### config.mk
export PLATFORM = sky130hd
export DESIGN_NAME = alu_exec_unit
export DESIGN_NICKNAME = d
export VERILOG_FILES = /design/src/rtl/alu_exec_unit.sv
export SDC_FILE = /design/constraint.sdc
export NUM_CORES = 1
export LEC_CHECK = 0
export CAP_MARGIN = 5
export CORE_UTILIZATION = 40
export DETAILED_ROUTE_END_ITERATION = 6
export GPL_TIMING_DRIVEN = 1
export SYNTH_ARGS = -nofsm -noshare
export SYNTH_HDL_FRONTEND = slang
export SYNTH_SLANG_ARGS = --single-unit
### constraint.sdc
create_clock -name clk -period 7.7 [get_ports clk]
set_input_delay 1.54 -clock clk [delete_from_list [all_inputs] [get_ports clk]]
set_output_delay 1.54 -clock clk [all_outputs]
set_load 0.01 [all_outputs]
### src/rtl/alu_exec_unit.sv
// Execute-stage ALU: single-cycle logic/add/sub ops and an iterative shift-add multiply,
// with valid/ready handshakes on both the operand and the result side.
module alu_exec_unit #(
  parameter int WIDTH = 64
) (
  input  logic             clk,
  input  logic             rst,
  input  logic             in_valid,
  output logic             in_ready,
  input  logic [3:0]       alu_op,
  input  logic [WIDTH-1:0] a,
  input  logic [WIDTH-1:0] b,
  output logic             out_valid,
  input  logic             out_ready,
  output logic [WIDTH-1:0] result,
  output logic [3:0]       flags,
  output logic             busy
);

  // Handshake: a transfer happens on a rising edge where valid and ready are both high.
  // in_ready never looks at in_valid; out_valid/result/flags hold until out_ready is seen.

  localparam logic [3:0] OP_AND    = 4'b0000;
  localparam logic [3:0] OP_ORR    = 4'b0001;
  localparam logic [3:0] OP_ADD    = 4'b0010;
  localparam logic [3:0] OP_SUB    = 4'b0110;
  localparam logic [3:0] OP_PASS_B = 4'b0111;
  localparam logic [3:0] OP_MUL    = 4'b1000;

  localparam int CW = (WIDTH > 1) ? $clog2(WIDTH) : 1;
  localparam logic [CW-1:0] CNT_INIT = CW'(WIDTH - 1);

  typedef enum logic {
    ST_IDLE = 1'b0,
    ST_MUL  = 1'b1
  } state_t;

  state_t           state;
  logic [WIDTH-1:0] a_sh;
  logic [WIDTH-1:0] b_sh;
  logic [WIDTH-1:0] acc;
  logic [CW-1:0]    cnt;

  logic             accept;
  logic             drain;
  logic             is_mul;

  logic [WIDTH:0]   add_full;
  logic [WIDTH:0]   sub_full;
  logic [WIDTH-1:0] op_res;
  logic             op_c;
  logic             op_v;
  logic [3:0]       op_flags;

  logic [WIDTH-1:0] mul_sum;
  logic [3:0]       mul_flags;

  assign in_ready = !rst && (state == ST_IDLE) && (!out_valid || out_ready);
  assign accept   = in_valid && in_ready;
  assign drain    = out_valid && out_ready;
  assign busy     = (state == ST_MUL);
  assign is_mul   = (alu_op == OP_MUL);

  assign add_full = {1'b0, a} + {1'b0, b};
  assign sub_full = {1'b0, a} + {1'b0, ~b} + {{WIDTH{1'b0}}, 1'b1};

  // Undefined opcodes fall into the default arm: result 0 yields flags 0100 naturally.
  always_comb begin
    op_res = '0;
    op_c   = 1'b0;
    op_v   = 1'b0;
    case (alu_op)
      OP_AND:    op_res = a & b;
      OP_ORR:    op_res = a | b;
      OP_ADD: begin
        op_res = add_full[WIDTH-1:0];
        op_c   = add_full[WIDTH];
        op_v   = (a[WIDTH-1] == b[WIDTH-1]) && (add_full[WIDTH-1] != a[WIDTH-1]);
      end
      OP_SUB: begin
        op_res = sub_full[WIDTH-1:0];
        op_c   = sub_full[WIDTH];
        op_v   = (a[WIDTH-1] != b[WIDTH-1]) && (sub_full[WIDTH-1] != a[WIDTH-1]);
      end
      OP_PASS_B: op_res = b;
      default:   op_res = '0;
    endcase
  end

  assign op_flags  = {op_res[WIDTH-1], (op_res == '0), op_c, op_v};

  assign mul_sum   = acc + (b_sh[0] ? a_sh : '0);
  assign mul_flags = {mul_sum[WIDTH-1], (mul_sum == '0), 2'b00};

  always_ff @(posedge clk) begin
    if (rst) begin
      state     <= ST_IDLE;
      out_valid <= 1'b0;
      result    <= '0;
      flags     <= '0;
      a_sh      <= '0;
      b_sh      <= '0;
      acc       <= '0;
      cnt       <= '0;
    end else begin
      case (state)
        ST_IDLE: begin
          if (accept) begin
            if (is_mul) begin
              // Any held result drains on this edge because in_ready required it.
              a_sh      <= a;
              b_sh      <= b;
              acc       <= '0;
              cnt       <= CNT_INIT;
              out_valid <= 1'b0;
              state     <= ST_MUL;
            end else begin
              result    <= op_res;
              flags     <= op_flags;
              out_valid <= 1'b1;
            end
          end else if (drain) begin
            out_valid <= 1'b0;
          end
        end
        ST_MUL: begin
          acc  <= mul_sum;
          a_sh <= a_sh << 1;
          b_sh <= b_sh >> 1;
          if (cnt == '0) begin
            result    <= mul_sum;
            flags     <= mul_flags;
            out_valid <= 1'b1;
            state     <= ST_IDLE;
          end else begin
            cnt <= cnt - CW'(1);
          end
        end
        default: state <= ST_IDLE;
      endcase
    end
  end

endmodule
==> results of run 1 <==
[worst max-delay path: cells and delay by family]
kind,cells,cell delay [ns]
buf+inv,2,0.64
fa+ha+maj,2,0.62
simple gates,5,1.35
compound gates,9,2.98
[final timing paths]
check / slack [ns] / endpoint / startpoint / cells past startpoint
max: 1.08 / flags[2] / b[0] / 18
min: 0.45 / result[21] / result[21] / 2
max reg2reg: 1.94 / flags[2] / b_sh[0] / 17
min reg2reg: 0.45 / result[21] / result[21] / 2
[power groups by stage]
stage	Clock, W	Combinational (W)	Sequential (W)
after CTS	0.00170	0.00123	0.00143
after floorplan	0	0.000719	0.00146
after global placement	0	0.00123	0.00146
final	0.00166	0.00128	0.00143
after detailed placement	0	0.00122	0.00146
after global routing	0.00175	0.00135	0.00143
[through the flow]
| step | utilization | setup WS [ns] |
|---|---|---|
| 2_1_floorplan | - | 2.41 |
| 3_3_place_gp | 0.447 | 0.787 |
| 3_5_place_dp | 0.447 | 0.677 |
| 4_1_cts | 0.464 | 1.26 |
| 5_1_grt | 0.465 | 0.918 |
| 6_report | 0.465 | 1.08 |
[final cells by class]
| type | instances | area, sq um | share of cell area |
|---|---|---|---|
| Sequential cell | 267 | 5350 | 0.178 |
| Inverter | 259 | 972 | 0.0324 |
| Clock inverter | 8 | 141 | 0.00471 |
| Multi-Input combinational cell | 2953 | 19000 | 0.633 |
| Clock buffer | 50 | 992 | 0.0331 |
| Tap cell | 855 | 1070 | 0.0357 |
| Timing Repair Buffer | 259 | 2490 | 0.0829 |
| Antenna cell | 4 | 10.0 | 0.000334 |
[routing by layer]
metal / GRT usage / vias up / part of all wire
li1: - / 13634 / -
met1: 0.491 / 13952 / 0.47
met2: 0.460 / 1396 / 0.41
met3: 0.0556 / 139 / 0.10
met4: 0.0804 / 0 / 0.023
met5: 0 / - / 0
[state kept, by name, indices dropped and copies added, names as in the netlist]
| name | cells |
|---|---|
| b_sh | 64 |
| flags | 3 |
| out_valid | 1 |
| busy | 1 |
| result | 64 |
| cnt | 6 |
| acc | 64 |
| a_sh | 64 |
[cell families (layout without fill, tap and decap cells)]
kind of cell	count (synthesis)	in the layout	synth area share
mux	8	8	0.00315
xor+xnor	93	93	0.0314
simple gates	1182	1182	0.212
flops	267	267	0.204
other cells	0	4	0
compound gates	1395	1395	0.343
fa+ha+maj	275	275	0.132
buf+inv	511	576	0.0735
[placed cells by master (no fill, tap or decap), drive strengths merged, types with 10 or more instances in the layout]
cell           count
dfxtp            267
or2               17
buf               54
nor2             281
o21bai            48
a221o             11
o21a              20
o21ai            225
clkdlybuf4s50    205
nor2b             27
clkbuf            50
and3              23
o221ai            20
nand3             55
o22ai             13
nand2            439
inv              259
nor4              55
xnor2             69
nand2b            24
a21o              65
a21oi            511
and2              81
a211oi            27
nor3              61
o211ai            34
nand4             61
or3               12
ha               272
a31oi             37
a221oi            93
a21boi            12
o31a              12
o31ai             40
a22oi            111
a311oi            10
xor2              24
or4               11
==> metrics.txt, run 1 <==
Critical Path, Cell by Cell=clkdlybuf4s50_1, ha_1, inv_1, fa_1, nor2b_1, o211ai_1, a311oi_1, or3_1, a31o_2, a21oi_1, a31oi_1, a221o_1, a21oi_1, o221ai_1, nor4_1, nand4_1, nor4_1, a211o_1; fin area=0.0300 sq mm; Post-CTS Repair Setup Buffers=0; post-route ant nets=0; synth cell count leaders=a21oi_1, nand2_1, nor2_1; WS Path Type=input pin to flop; CTS Buf Count=34; Die Ht=258 um; Top Ports=approximately 210; Crit path largest cell delay=0.58 ns; Leakage=approximately 12 nW; final hold vios=0; WHS=between 0.4 and 0.5 ns; leading area contributor after synthesis=dfxtp_1; Switching Fraction=0.352; DRT Pass-1 Iters=6; RSZ-0062 raised after global routing=false; clk buf depth=3; Pint=about 0.0028 W; PortBufs=slightly above 200; Worst Hold Class=flop to flop; ys async rst share=0; clk_lat worst skew=between 0.5 and 0.6 ns; vias in the first global route=about 27000; sequential fraction of the synthesis area=0.204; f_max=approximately 0.15 GHz; Layout area overhead=14.6%; area of the core=roughly 0.065 sq mm; drt drc=0; Period minus WS final=about 6.6 ns; CTS Hold Bufs=0; post-route setup TNS=0 ns; number of nets in the layout=4185; Flop pwr share=0.327; initial antenna violation count=5; ys flop type=dfxtp_1; YS warnings=0; setup violators final=0; Layout fillers=6728; Placed Instances=4593; ranking of synthesized cells by area=dfxtp_1, ha_1, a21oi_1, nand2_1, o21ai_0; placed inst area=roughly 0.029 sq mm; worst-path fanout max=8; vias=29121; clk_skew=approximately 0.016 ns; Cells after Synth=between 3000 and 4000; top-area cell type share of the netlist area=0.204; largest net degree at the start of global routing=85; Sw Pwr=0.00154 W; cell area after synthesis=0.0262 sq mm; slew at the pin closest to its max-slew limit=between 1 and 1.5 ns; Rows=93; Max IR drop VDD=roughly 0.00014 V; CP Capture Type=flop; syn nets=4142; status=completed; top-count cell post-synth=a21oi_1; part of the cycle the worst path needs=0.860; Critical Path Source Type=input pin; Clock Power Share=0.381; Synth Register Bits=roughly 270; Gate power share=0.292; CTS tree=yes; share of cells above drive strength 1=0.0437; die footprint=around 0.067 sq mm; slew margin rel.=0.251; CTS Sinks=approximately 270; Initial Utilization=0.406; Max-cap violations=0; Resized cells post-CTS=0; GRT overflow=0; crit path DAT=slightly above 7 ns; first-pass GRT wire length=between 150000 and 200000 um; Vias/cell=between 6 and 7; Max stage delay cell, worst path=clkdlybuf4s50_1; total wire length=111000 um; DP Wirelength=86500 um; routability cong.=slightly below 1; GRT Resource Usage Total=0.322; syn_area_per_cell=between 7 and 8 sq um; Initial DRC Count=3407; H-tree Lvls=2; clock transition at the registers of the reported paths=about 0.060 ns; Crit path required time=between 8 and 9 ns; CTS Root Cell=clkbuf_16; Post-synth EDFFs=0; total power=between 0.004 and 0.005 W; pwr dens=between 100 and 150 mW/mm^2; Final Max Tran Viols=0; non-filler cells, final=~4700; die span in x=about 260 um; Netlist cell types=86; WL per Instance=24.0 um
(Power assumes the default switching activity.)
==> inputs of run 2 (changes only) <==
- CORE_UTILIZATION: 40 -> 24
==> metrics.txt, run 2 (same netlist as run 1, synthesis figures left out) <==
Flop pwr share=0.324; Initial Utilization=0.243; die footprint=approximately 0.11 sq mm; path depth of the worst reg2reg path=17; Initial DRC Count=between 2000 and 3000; CTS Hold Bufs=0; slew margin rel.=0.224; pwr dens=143 mW/mm^2; Resized cells post-CTS=0; DRT Pass-1 Iters=6; WL per Instance=22.7 um; Leakage=about 12 nW; status=completed; GRT Resource Usage Total=0.205; vias in the first global route=around 27000; Min-Delay Path Depth=2; area of the core=around 0.11 sq mm; Switching Fraction=0.357; CP Capture Type=flop; critical path launch point=a[36]; Worst Hold Class=flop to flop; Max-cap violations=0; Final Max Tran Viols=0; RSZ-0062 raised after global routing=false; Critical Path Source Type=input pin; CTS tree=yes; crit path DAT=7.12 ns; number of nets in the layout=~4200; routability cong.=between 0.9 and 1; DP Wirelength=between 90000 and 100000 um; Vias/cell=5.55; GRT overflow=0; post-route setup TNS=0 ns; clk_lat worst skew=approximately 0.58 ns; CTS Root Cell=clkbuf_16; die span in x=roughly 330 um; Post-CTS Repair Setup Buffers=0; most frequent cells in the layout=a21oi_1, nand2_1, nor2_1, ha_1, dfxtp_1; Sw Pwr=roughly 0.0016 W; Pint=between 0.002 and 0.003 W; Layout fillers=between 10000 and 15000; Critical R2R Launch=b_sh[0]; largest net degree at the start of global routing=182; r2r endpoint=flags[2]; initial antenna violation count=20; H-tree Lvls=2; crit path to=flags[2]; first-pass GRT wire length=175000 um; Rows=120; Placed Instances=between 5000 and 6000; most common cell after layout, fill and taps aside=a21oi_1; total wire length=118000 um; R2R Setup Slk=between 1.5 and 2 ns; Die Ht=332 um; clk buf depth=3; f_max=around 0.15 GHz; Crit path required time=8.17 ns; non-filler cells, final=~5200; WS Path Type=input pin to flop; part of the cycle the worst path needs=0.865; Top Ports=around 210; share of cells above drive strength 1=0.0445; Clock Power Share=0.387; Gate power share=0.289; clock transition at the registers of the reported paths=around 0.060 ns; slew at the pin closest to its max-slew limit=1.15 ns; Period minus WS final=about 6.7 ns; vias=between 20000 and 30000; drt drc=0; worst-path fanout max=13; clk_skew=0.0169 ns; post-route ant nets=0; CTS Sinks=roughly 270; CTS Buf Count=34; PortBufs=between 200 and 250; Max IR drop VDD=0.000125 V; Layout area overhead=17.3%; setup violators final=0; final hold vios=0; Core Util, Final=0.285
run 2: changes by cell type in the layout (fill, tap and decap cells not counted), sizes merged:
cell,delta
clkinvlp,+1
clkinv,+4
diode,+6
buf,-6
bufinv,-1
run 2: per-stage QoR:
step | area (sq um) | total power, W | setup slack (ns) | hold slack (ns)
global placement | 29500 | 0.00269 | 0.601 | 0.441
global route | 30700 | 0.00457 | 0.947 | 0.469
detailed placement | 29500 | 0.00268 | 0.556 | 0.447
CTS | 30700 | 0.00441 | 1.15 | 0.454
finish | 30700 | 0.00441 | 1.04 | 0.451
floorplan | 26200 | 0.00218 | 2.41 | 0.436
run 2: critical path, cell delays in order:
cell	delay, ns
clkdlybuf4s50_1	0.54
inv_1	0.15
ha_1	0.59
inv_1	0.21
o31ai_1	0.81
a311o_1	0.40
o21ba_2	0.20
a211oi_1	0.63
a211oi_1	0.31
o21ba_2	0.30
o41a_1	0.45
o21ai_0	0.31
a211oi_1	0.12
a21oi_1	0.24
nor2_1	0.06
a211o_1	0.25
run 2: worst min path at each step:
stage	startpoint	to	slack [ns]
after floorplan	acc[35]	acc[35]	0.44
after global placement	result[28]	result[28]	0.44
after detailed placement	result[47]	result[47]	0.45
after CTS	result[50]	result[50]	0.45
after global routing	b_sh[16]	b_sh[16]	0.47
final	result[16]	result[16]	0.45
run 2: cell type report:
cell class              count  area, sq um  area share
diodes                     10         25.0    0.000815
clock buffers              49         1030      0.0335
clock inverters            12          139     0.00452
inverters                 259          972      0.0316
multi-input cells        2953        19000       0.618
flip-flops and latches    267         5350       0.174
well taps                1403         1760      0.0571
repair buffers            254         2460      0.0802
run 2: routing by layer:
layer | GRT usage | vias up | part of all wire
met4 | 0.0789 | 16 | 0.036
met1 | 0.284 | 13923 | 0.45
met2 | 0.305 | 1163 | 0.42
met5 | 0 | - | 0.00086
li1 | - | 13615 | -
met3 | 0.0439 | 200 | 0.087
run 2: power groups by stage:
stage,clock [W],sequential [W],combinational (W)
2_1_floorplan,0,0.00146,0.000719
3_3_place_gp,0,0.00146,0.00123
3_5_place_dp,0,0.00146,0.00123
4_1_cts,0.00174,0.00143,0.00123
5_1_grt,0.00179,0.00143,0.00136
6_report,0.00171,0.00143,0.00127
